--- src/rtl/headgen_seq_ctrl_pkg.sv ---
// Shared definitions for the header-generator sequencer: FSM encoding,
// default geometry and the microcode word layout/contents.
package headgen_seq_ctrl_pkg;

  localparam int HDR_LEN_DEF = 42;
  localparam int UADDR_W_DEF = 6;
  localparam int UWORD_W     = 9;
  localparam int UDYN_BIT    = 8;

  typedef enum logic [1:0] {
    ST_IDLE  = 2'd0,
    ST_PRIME = 2'd1,
    ST_SEND  = 2'd2
  } state_t;

  // Words 12..15 select a dynamic byte (low bits pick dyn0/dyn1 hi/lo);
  // every other word carries a constant header byte.
  function automatic logic [UWORD_W-1:0] ucode_word(input logic [7:0] a);
    logic [UWORD_W-1:0] w;
    w = {1'b0, a * 8'd5 + 8'h11};
    if (a[7:2] == 6'd3) begin
      w           = '0;
      w[UDYN_BIT] = 1'b1;
      w[1:0]      = a[1:0];
    end
    return w;
  endfunction

endpackage

--- src/rtl/headgen_seq_ctrl.sv ---
// Header sequencer: walks the microcode ROM one byte per accepted beat and
// presents the word plus latched dynamic fields to the output mux.
module headgen_seq_ctrl
  import headgen_seq_ctrl_pkg::*;
#(
  parameter int HDR_LEN = HDR_LEN_DEF,
  parameter int UADDR_W = UADDR_W_DEF
) (
  input  logic               clk,
  input  logic               rst_n,
  input  logic               start_i,
  input  logic [15:0]        dyn0_i,
  input  logic [15:0]        dyn1_i,
  output logic [UADDR_W-1:0] ucode_addr_o,
  input  logic [UWORD_W-1:0] ucode_data_i,
  output logic [UWORD_W-1:0] mux_ucode_o,
  output logic [15:0]        mux_dyn0_o,
  output logic [15:0]        mux_dyn1_o,
  output logic               tvalid_o,
  input  logic               tready_i,
  output logic               tlast_o,
  output logic               busy_o,
  output logic               done_o
);

  localparam int IDX_W = $clog2(HDR_LEN);
  localparam logic [IDX_W-1:0] LAST_IDX = IDX_W'(HDR_LEN - 1);

  state_t             state_reg, state_next;
  logic [IDX_W-1:0]   index_reg;
  logic [UWORD_W-1:0] ucode_hold_reg;
  logic [15:0]        dyn0_reg, dyn1_reg;
  logic               done_reg;

  logic in_send, accept, at_last, start_ok;

  assign in_send  = (state_reg == ST_SEND);
  assign accept   = in_send & tready_i;
  assign at_last  = in_send && (index_reg == LAST_IDX);
  assign start_ok = (state_reg == ST_IDLE) && start_i;

  always_ff @(posedge clk or negedge rst_n) begin
    if (!rst_n) state_reg <= ST_IDLE;
    else        state_reg <= state_next;
  end

  always_comb begin
    state_next = state_reg;
    case (state_reg)
      ST_IDLE:  if (start_i) state_next = ST_PRIME;
      ST_PRIME: state_next = ST_SEND;
      ST_SEND:  if (accept && at_last) state_next = ST_IDLE;
      default:  state_next = ST_IDLE;
    endcase
  end

  // Holding the address on a stall keeps the ROM output on the current word,
  // so during SEND the ROM register itself is the word register: no bubble.
  always_comb begin
    tvalid_o     = in_send;
    tlast_o      = at_last;
    busy_o       = (state_reg != ST_IDLE);
    done_o       = done_reg;
    mux_dyn0_o   = dyn0_reg;
    mux_dyn1_o   = dyn1_reg;
    mux_ucode_o  = in_send ? ucode_data_i : ucode_hold_reg;
    ucode_addr_o = '0;
    if (state_reg != ST_IDLE) begin
      ucode_addr_o = UADDR_W'(index_reg);
      if (accept) ucode_addr_o = UADDR_W'(index_reg) + UADDR_W'(1);
    end
  end

  always_ff @(posedge clk or negedge rst_n) begin
    if (!rst_n) begin
      index_reg      <= '0;
      ucode_hold_reg <= '0;
      dyn0_reg       <= '0;
      dyn1_reg       <= '0;
      done_reg       <= 1'b0;
    end else begin
      done_reg <= accept & at_last;
      if (state_reg == ST_PRIME || in_send) ucode_hold_reg <= ucode_data_i;
      if (start_ok) begin
        index_reg <= '0;
        dyn0_reg  <= dyn0_i;
        dyn1_reg  <= dyn1_i;
      end else if (accept) begin
        index_reg <= at_last ? '0 : index_reg + IDX_W'(1);
      end
    end
  end

endmodule

--- config.mk ---
export PLATFORM = sky130hd
export DESIGN_NAME = headgen_seq_ctrl
export DESIGN_NICKNAME = d
export VERILOG_FILES = /design/src/rtl/headgen_seq_ctrl_pkg.sv /design/src/rtl/headgen_seq_ctrl.sv
export SDC_FILE = /design/constraint.sdc
export NUM_CORES = 1
export LEC_CHECK = 0
export CORE_MARGIN = 2
export CORE_UTILIZATION = 42
export DETAILED_ROUTE_END_ITERATION = 8
export PLACE_DENSITY = 0.79
export SETUP_SLACK_MARGIN = 0.15
export SYNTH_ARGS = -nofsm -noshare
export SYNTH_HDL_FRONTEND = slang
export SYNTH_SLANG_ARGS = --single-unit
--- constraint.sdc ---
create_clock -name clk -period 2.1 [get_ports clk]
set_input_delay 0.525 -clock clk [delete_from_list [all_inputs] [get_ports clk]]
set_output_delay 0.525 -clock clk [all_outputs]
set_load 0.01 [all_outputs]
# Word level (Yosys, flattened, before mapping)

Cells that the tools add are included.

Output and inout bits: 51
Word-level logic and storage cells: 31
Input bits: 45
Flip-flop bits (word level): 50

Equality and inequality tests: 5
Bitwise logic cells: 2
Add/subtract/negate cells: 1
Reduce and logical (&&, ||, !) cells: 8
Muxes and demuxes: 9

Operator list:

| cell                                                                  | number |
|---|---|
| 6-bit 2-to-1 mux                                                      | 5 |
| 9-bit 2-to-1 mux                                                      | 1 |
| 6-bit by 1-bit adder with 6-bit output, second input constant         | 1 |
| 6-bit equality test, second input constant                            | 1 |
| 2-bit case mux with 3 select lines                                    | 1 |
| 2-bit 2-to-1 mux                                                      | 2 |
| 2-bit nonzero test                                                    | 2 |
| 1-bit logical AND                                                     | 3 |
| 1-bit AND                                                             | 2 |
| 2-bit by 1-bit equality test with 1-bit output, second input constant | 1 |
| 2-bit equality test, second input constant                            | 1 |
| 2-bit zero test                                                       | 1 |
| 2-bit by 1-bit != test with 1-bit output, second input constant       | 1 |
| 2-bit != test, second input constant                                  | 1 |
| 2-bit AND reduction                                                   | 1 |
| 1-bit logical OR                                                      | 1 |

# Longest topological paths before layout

Gate-level depths: netlist of the first run.

Depth after elaboration: 5
Mapped depth: 8

# Worst setup path after synthesis of the first run

No wires, ideal clock.

Kind: reg-to-output
From: register state_reg[0]
To: output ucode_addr_o[2]
Slack: 97 ps
Path buffers: 0
Data arrival time: 1478 ps
Required time: 1575 ps
Cell stages (with the launch flop): 7
Path through: dfrtp_1 > inv_1 > ha_1 > and2_1 > nand2_1 > or2_0 > a21oi_1

Word-level cells in the longest chain between the ends: 4

RTL lines:

| what                     | RTL line               | text |
|---|---|---|
| start: declaration       | headgen_seq_ctrl.sv:29 | `state_t state_reg, state_next;` |
| start signal: assignment | headgen_seq_ctrl.sv:44 | `else state_reg <= state_next;` |
| 2-bit equality test      | headgen_seq_ctrl.sv:37 | `assign in_send = (state_reg == ST_SEND);` |
| named net tvalid_o       | headgen_seq_ctrl.sv:19 | `output logic tvalid_o,` |
| 1-bit AND                | headgen_seq_ctrl.sv:38 | `assign accept = in_send & tready_i;` |
| 6-bit 2-to-1 mux         | headgen_seq_ctrl.sv:70 | `if (accept) ucode_addr_o = UADDR_W'(index_reg) + UADDR_W'(1);` |
| 6-bit 2-to-1 mux         | headgen_seq_ctrl.sv:68 | `if (state_reg != ST_IDLE) begin` |
| end: declaration         | headgen_seq_ctrl.sv:14 | `output logic [UADDR_W-1:0] ucode_addr_o,` |

The timed path passes the listed nets, and every way through them passes these cells.

# Worst setup path in the final report of the first run

From: register state_reg[0]
To: output ucode_addr_o[2]

Word-level cells in the longest chain between the ends: 4

RTL lines:

| what                | RTL line |
|---|---|
| 2-bit equality test | headgen_seq_ctrl.sv:37 |
| 1-bit AND           | headgen_seq_ctrl.sv:38 |
| 6-bit 2-to-1 mux    | headgen_seq_ctrl.sv:70 |
| 6-bit 2-to-1 mux *  | headgen_seq_ctrl.sv:68 |

Every way passes the cells marked *; elsewhere a longest branch is shown, timed or not.

==> results.cfg, run 1 <==
[placement]
dpl_cell_area_sq_um = 3380
portBuffers = 95
place_congestion = 0.865
hpwl_mm = 4.03
dp.cells = 402

[synthesis]
netlist.area_leader.share = 0.556
ys_seq_area_frac = 0.556
synth_compound_area_frac = 0.0328
postSynthCellCount = 232
synth_edf_count = 0
yosys.cell_types.count = 25
yosys.area_share.adder = 0.0333
yosys.area_share.simple = 0.231
synth.area.top_cells = dfrtp_1, nand2_1, mux2_2
netlist_top_cells_count = nand2_1, dfrtp_1, mux2_2
synth_most_common_cell = nand2_1
synth_xor_area_frac = 0.0156
synthArstFlopShare = 1.00
yosysTopAreaCell = dfrtp_1
synth_ff_type = dfrtp_1
avgSynthCellArea_sq_um = 9.71
ys_warn_count = 0
synth_top_family_by_area = simple AND/OR/NAND/NOR gates
ys_ff_latch = 50
synthMuxAreaShare = 0.103
synthesis.nets = 283
syn_area_sq_um = 2250

[worst_setup_path]
endpoint_kind = output pin
critPathTopFamily = simple AND/OR/NAND/NOR gates
critPathBufInv = 2
required_ns = 1.57
critical_path_class = reg2out
startpoint_type = register
cp_max_fo = 4
slowest_delay_ns = 0.39
cp_slowest_cell = dfrtp_1
arrival_ns = 1.68
crit_chain = inv_2, ha_4, and2_4, nand2_2, or2_0, a21oi_1, buf_2

[clocking]
cts_root_buffer = clkbuf_8
clk_latency_ns = 0.30
clkTransAtPathRegs_ns = 0.09
cts_tree = yes
htree_levels = 2
clk_path_buf_depth = 2
cts_buffers = 5
clkSinkCount = 50

[floorplan]
die_area_sq_um = 5960
start_util = 0.438
placementRows = 26
io_pins = 96
die_w_microns = 77.2
core-area_sq_um = 5140
dieHeight_microns = 77.2

[power]
swShare = 0.346
power_uw = 5190
p_sw_uw = 1790
internal-power_uw = 3400
vdd_drop_max_mv = 0.828
seqPwrFrac = 0.314
comb_power_share = 0.583
power-per-cell-area_nw_per_um2 = 1370
p_leak_uw = 0.00181
p_clk_frac = 0.103

[sta]
slew_viol_final = 0
final-setup-viol-count = 13
max_clock_freq_mhz = 454
tightest_slew_ns = 0.543
hold_violations = 0
period_share = 1.05
post-route-min-period_ns = 2.20
worst_slack_ns = -0.103
hold-worst-slack_ns = 0.194
skew_ns = 0.00599
rsz0062_at_grt = true
slew_headroom = 0.638

[job]
maxCapViolCount = 0

[finish]
nFillCells = 398
fin_util = 0.735
nets = 411
area_growth_syn_to_layout_pct = 67.7
multi_input_area_sq_um = 1060
antenna_cells = 0
fin_cells = 430
post-route-cell-area_sq_um = 3780
drive_gt1_frac = 0.278
seq_area_sq_um = 1250

[detailed_routing]
first_pass_iters = 4
ant_nets = 0
drt-wirelength-per-cell_microns = 14.5
vias = 2059
drc = 0
drt_wl_total_mm = 6.25
avgViaCountPerCell = 4.79
drtIter0Drc = 69

[global_route]
overflow = 0
grt_pass1_wl_mm = 9.77
grt_antenna_before_repair = 0
grt_max_degree = 37
grt_usage = 0.207
grt_pass1_vias = 2056

[run_status]
status = finished, violations left
violations = negative setup slack

[min_path]
hold_class = in2async
[final cells by class]
| cell class | count | area share |
|---|---|---|
| Clock buffer | 6 | 0.0192 |
| Clock inverter | 1 | 0.00199 |
| Inverter | 5 | 0.00497 |
| Multi-Input combinational cell | 167 | 0.281 |
| Sequential cell | 50 | 0.331 |
| Tap cell | 70 | 0.0232 |
| Timing Repair Buffer | 131 | 0.339 |
[cells in the final DEF, fill, tap and decap left out, types with 2 or more instances in the layout]
cell             count
ha_4                 2
nand2_1            101
inv_2                3
buf_6               17
nor2_1               6
clkbuf_8             5
buf_4               24
buf_12               3
dfrtp_1             50
clkdlybuf4s50_1     75
inv_1                2
xnor2_1              2
a21oi_1              5
ha_1                 4
o21ai_0              3
nand3_2              2
or3_1                2
and2_1               2
mux2_4              11
mux2_2               9
nor2_2               2
buf_2                8
[through the flow]
step	setup slack (ns)	setup TNS (ns)
after floorplan	0.164	0
after global placement	-0.589	-4.11
after detailed placement	-0.598	-4.44
after CTS	-0.0465	-0.401
after global routing	-0.169	-1.74
final	-0.103	-0.696
[timing repair]
action / 4_1_cts / 5_1_grt
setup endpoints to repair: 18 / 18
pin swaps: 7 / 5
gates cloned: 1 / 0
resized for setup: 108 / 12
buffers inserted: 16 / 4
hold buffers: 0 / 0
[cells by family (layout without fill, tap and decap cells)]
family | Yosys count | count (layout)
AO/OA/AOI/OAI | 12 | 12
XOR/XNOR | 4 | 4
adder cells (fa/ha/maj) | 6 | 6
buffers and inverters | 15 | 143
flip-flops | 50 | 50
multiplexers | 20 | 20
AND/OR/NAND/NOR | 125 | 125
[power by group through the flow]
stage               Clock (uW)  Sequential, uW  Combinational, uW
floorplan                    0            1740               1070
global placement             0            1610               2450
detailed placement           0            1620               2510
CTS                        546            1620               2930
global route               584            1680               3230
finish                     533            1630               3030
[worst paths after layout]
| kind | start | end | slack [ns] | cells after the start |
|---|---|---|---|---|
| min in group clk | mux_dyn0_o[10] | mux_dyn0_o[10] | 0.48 | 2 |
| setup reg to reg | state_reg[0] | index_reg[5] | 0.27 | 11 |
| max in group asynchronous | rst_n | mux_dyn0_o[7] | 1.36 | 2 |
| hold / removal | rst_n | mux_dyn1_o[11] | 0.19 | 1 |
| hold reg to reg | mux_dyn0_o[10] | mux_dyn0_o[10] | 0.48 | 2 |
| setup / recovery | state_reg[0] | ucode_addr_o[2] | -0.10 | 7 |
[routing by layer]
| metal | share of wire | wire length [microns] | GRT usage | up-vias |
|---|---|---|---|---|
| li1 | - | - | - | 991 |
| met1 | 0.40 | 2470 | 0.242 | 985 |
| met2 | 0.53 | 3330 | 0.373 | 70 |
| met3 | 0.049 | 308 | 0.0424 | 13 |
| met4 | 0.022 | 135 | 0.0786 | 0 |
| met5 | 0 | 0 | 0 | - |
Note: power is estimated with default switching activity, not from simulation.
==> run 2, diff against run 1 <==
--- a/config.mk
+++ b/config.mk
@@ -13,3 +13,4 @@
 export SYNTH_ARGS = -nofsm -noshare
 export SYNTH_HDL_FRONTEND = slang
 export SYNTH_SLANG_ARGS = --single-unit
+export TNS_END_PERCENT = 1
==> run 2 against run 1 <==
The flow still finishes with violations (negative setup slack). Flip-flop and latch count did not move. Final cell count fell by 1.9%. Critical path depth fell by 1. Total power fell by 2.4%. Clock skew fell by 0.0019 ns. First-iteration DRC count fell by 10%. Die area did not move. Clock-buffer cell count did not move. Sequential share of layout area rose by 0.75 points. Highest routed layer unchanged.
==> results.cfg, run 2 (synthesized netlist as in run 1, its figures left out) <==
[run_status]
status = finished, violations left
violations = negative setup slack

[floorplan]
io_pins = 96
core-area_sq_um = 5140
die_area_sq_um = 5960
die_w_microns = 77.2
placementRows = 26
start_util = 0.438
dieHeight_microns = 77.2

[worst_setup_path]
critical_path_class = reg2out
r2r_slack_ns = 0.31
cp-startpoint = state_reg[0]
cp_max_fo = 6
r2r_start = state_reg[1]
worstReg2RegEnd = state_reg[1]
required_ns = 1.57
startpoint_type = register
r2r_cells = 7
arrival_ns = 1.65
endpoint_kind = output pin

[global_route]
grt_pass1_wl_mm = 9.78
overflow = 0
grt_antenna_before_repair = 0
grt_pass1_vias = 2061
grt_usage = 0.207
grt_max_degree = 37

[sta]
tightest_slew_ns = 0.545
final-setup-viol-count = 13
period_share = 1.03
skew_ns = 0.00409
slew_viol_final = 0
hold_violations = 0
max_clock_freq_mhz = 460
slew_headroom = 0.637
setup-tns-final_ns = -0.511
post-route-min-period_ns = 2.17
rsz0062_at_grt = true
worst_slack_ns = -0.0716

[detailed_routing]
ant_nets = 0
drt_wl_total_mm = 6.00
avgViaCountPerCell = 4.79
drtIter0Drc = 62
first_pass_iters = 4
drt-wirelength-per-cell_microns = 14.2
drc = 0
vias = 2020

[power]
vdd_drop_max_mv = 0.824
power-per-cell-area_nw_per_um2 = 1370
p_leak_uw = 0.00177

[clocking]
htree_levels = 2
cts_root_buffer = clkbuf_8
clkTransAtPathRegs_ns = 0.08
cts_tree = yes
clk_path_buf_depth = 2
clk_latency_ns = 0.30
clkSinkCount = 50
cts_buffers = 5

[job]
maxCapViolCount = 0

[placement]
hpwl_mm = 4.03
place_congestion = 0.865
dp.cells = 402
portBuffers = 95
dpl_cell_area_sq_um = 3380

[finish]
mostFrequentLayoutCells = nand2_1, clkdlybuf4s50_1, dfrtp_1, buf_4, buf_6
drive_gt1_frac = 0.247
post-route-cell-area_sq_um = 3690
fin_cells = 422
area_growth_syn_to_layout_pct = 63.9
final_common_cell = nand2_1
antenna_cells = 0
nets = 403
fin_util = 0.718
nFillCells = 412

[min_path]
hold_class = in2async
[run 2: power by group]
group / leakage [uW] / switching, uW / internal, uW / total, uW
sequential: 0.000624 / 244 / 1380 / 1630
clock: 0.0000373 / 299 / 229 / 528
combinational: 0.00111 / 1210 / 1710 / 2910
total: 0.00177 / 1750 / 3320 / 5070
[run 2: area by class of cell]
cell class                 count  area, sq um  share of cell area
timing repair buffer         123         1210               0.329
multi-input combinational    167         1040               0.281
inverter                       5         21.3             0.00576
tap                           70         87.6              0.0237
clock inverter                 1         7.51             0.00203
sequential                    50         1250               0.339
clock buffer                   6         72.6              0.0197
[run 2: worst max path at each step]
stage | to | slack (ns) | cells past startpoint
after floorplan | ucode_addr_o[2] | 0.16 | 6
after global placement | ucode_addr_o[2] | -0.59 | 6
after detailed placement | ucode_addr_o[2] | -0.60 | 6
after CTS | mux_ucode_o[6] | -0.05 | 6
after global routing | ucode_addr_o[5] | -0.17 | 8
final | mux_ucode_o[6] | -0.07 | 6
[run 2: metrics by stage]
step / power [uW] / hold WS, ns / setup WS [ns]
after floorplan: 2810 / 0.229 / 0.164
after global placement: 4060 / 0.458 / -0.589
after detailed placement: 4140 / 0.463 / -0.598
after CTS: 5060 / 0.206 / -0.0465
after global routing: 5380 / 0.223 / -0.174
final: 5070 / 0.200 / -0.0716
[run 2: worst max-delay path, cell delays in order, from the launching register on]
cell and delay, ns:
dfrtp_1 0.39, inv_2 0.09, ha_4 0.18, buf_8 0.14
buf_6 0.11, mux2_4 0.31, buf_6 0.12
[run 2: per-layer routing]
metal / routed length [microns] / GRT usage / vias to the layer above / share of wire
met4: 59 / 0.0679 / 0 / 0.0098
met1: 2480 / 0.240 / 977 / 0.41
met2: 3190 / 0.378 / 61 / 0.53
met5: 0 / 0 / - / 0
li1: - / - / 976 / -
met3: 268 / 0.0424 / 6 / 0.045
[run 2: repair_timing]
item                       in CTS  in global routing
gates cloned                    1                  0
setup endpoints to repair      18                 17
hold buffers                    0                  0
pin swaps                       6                  1
setup buffers                  12                  0
gates resized for setup       106                  3
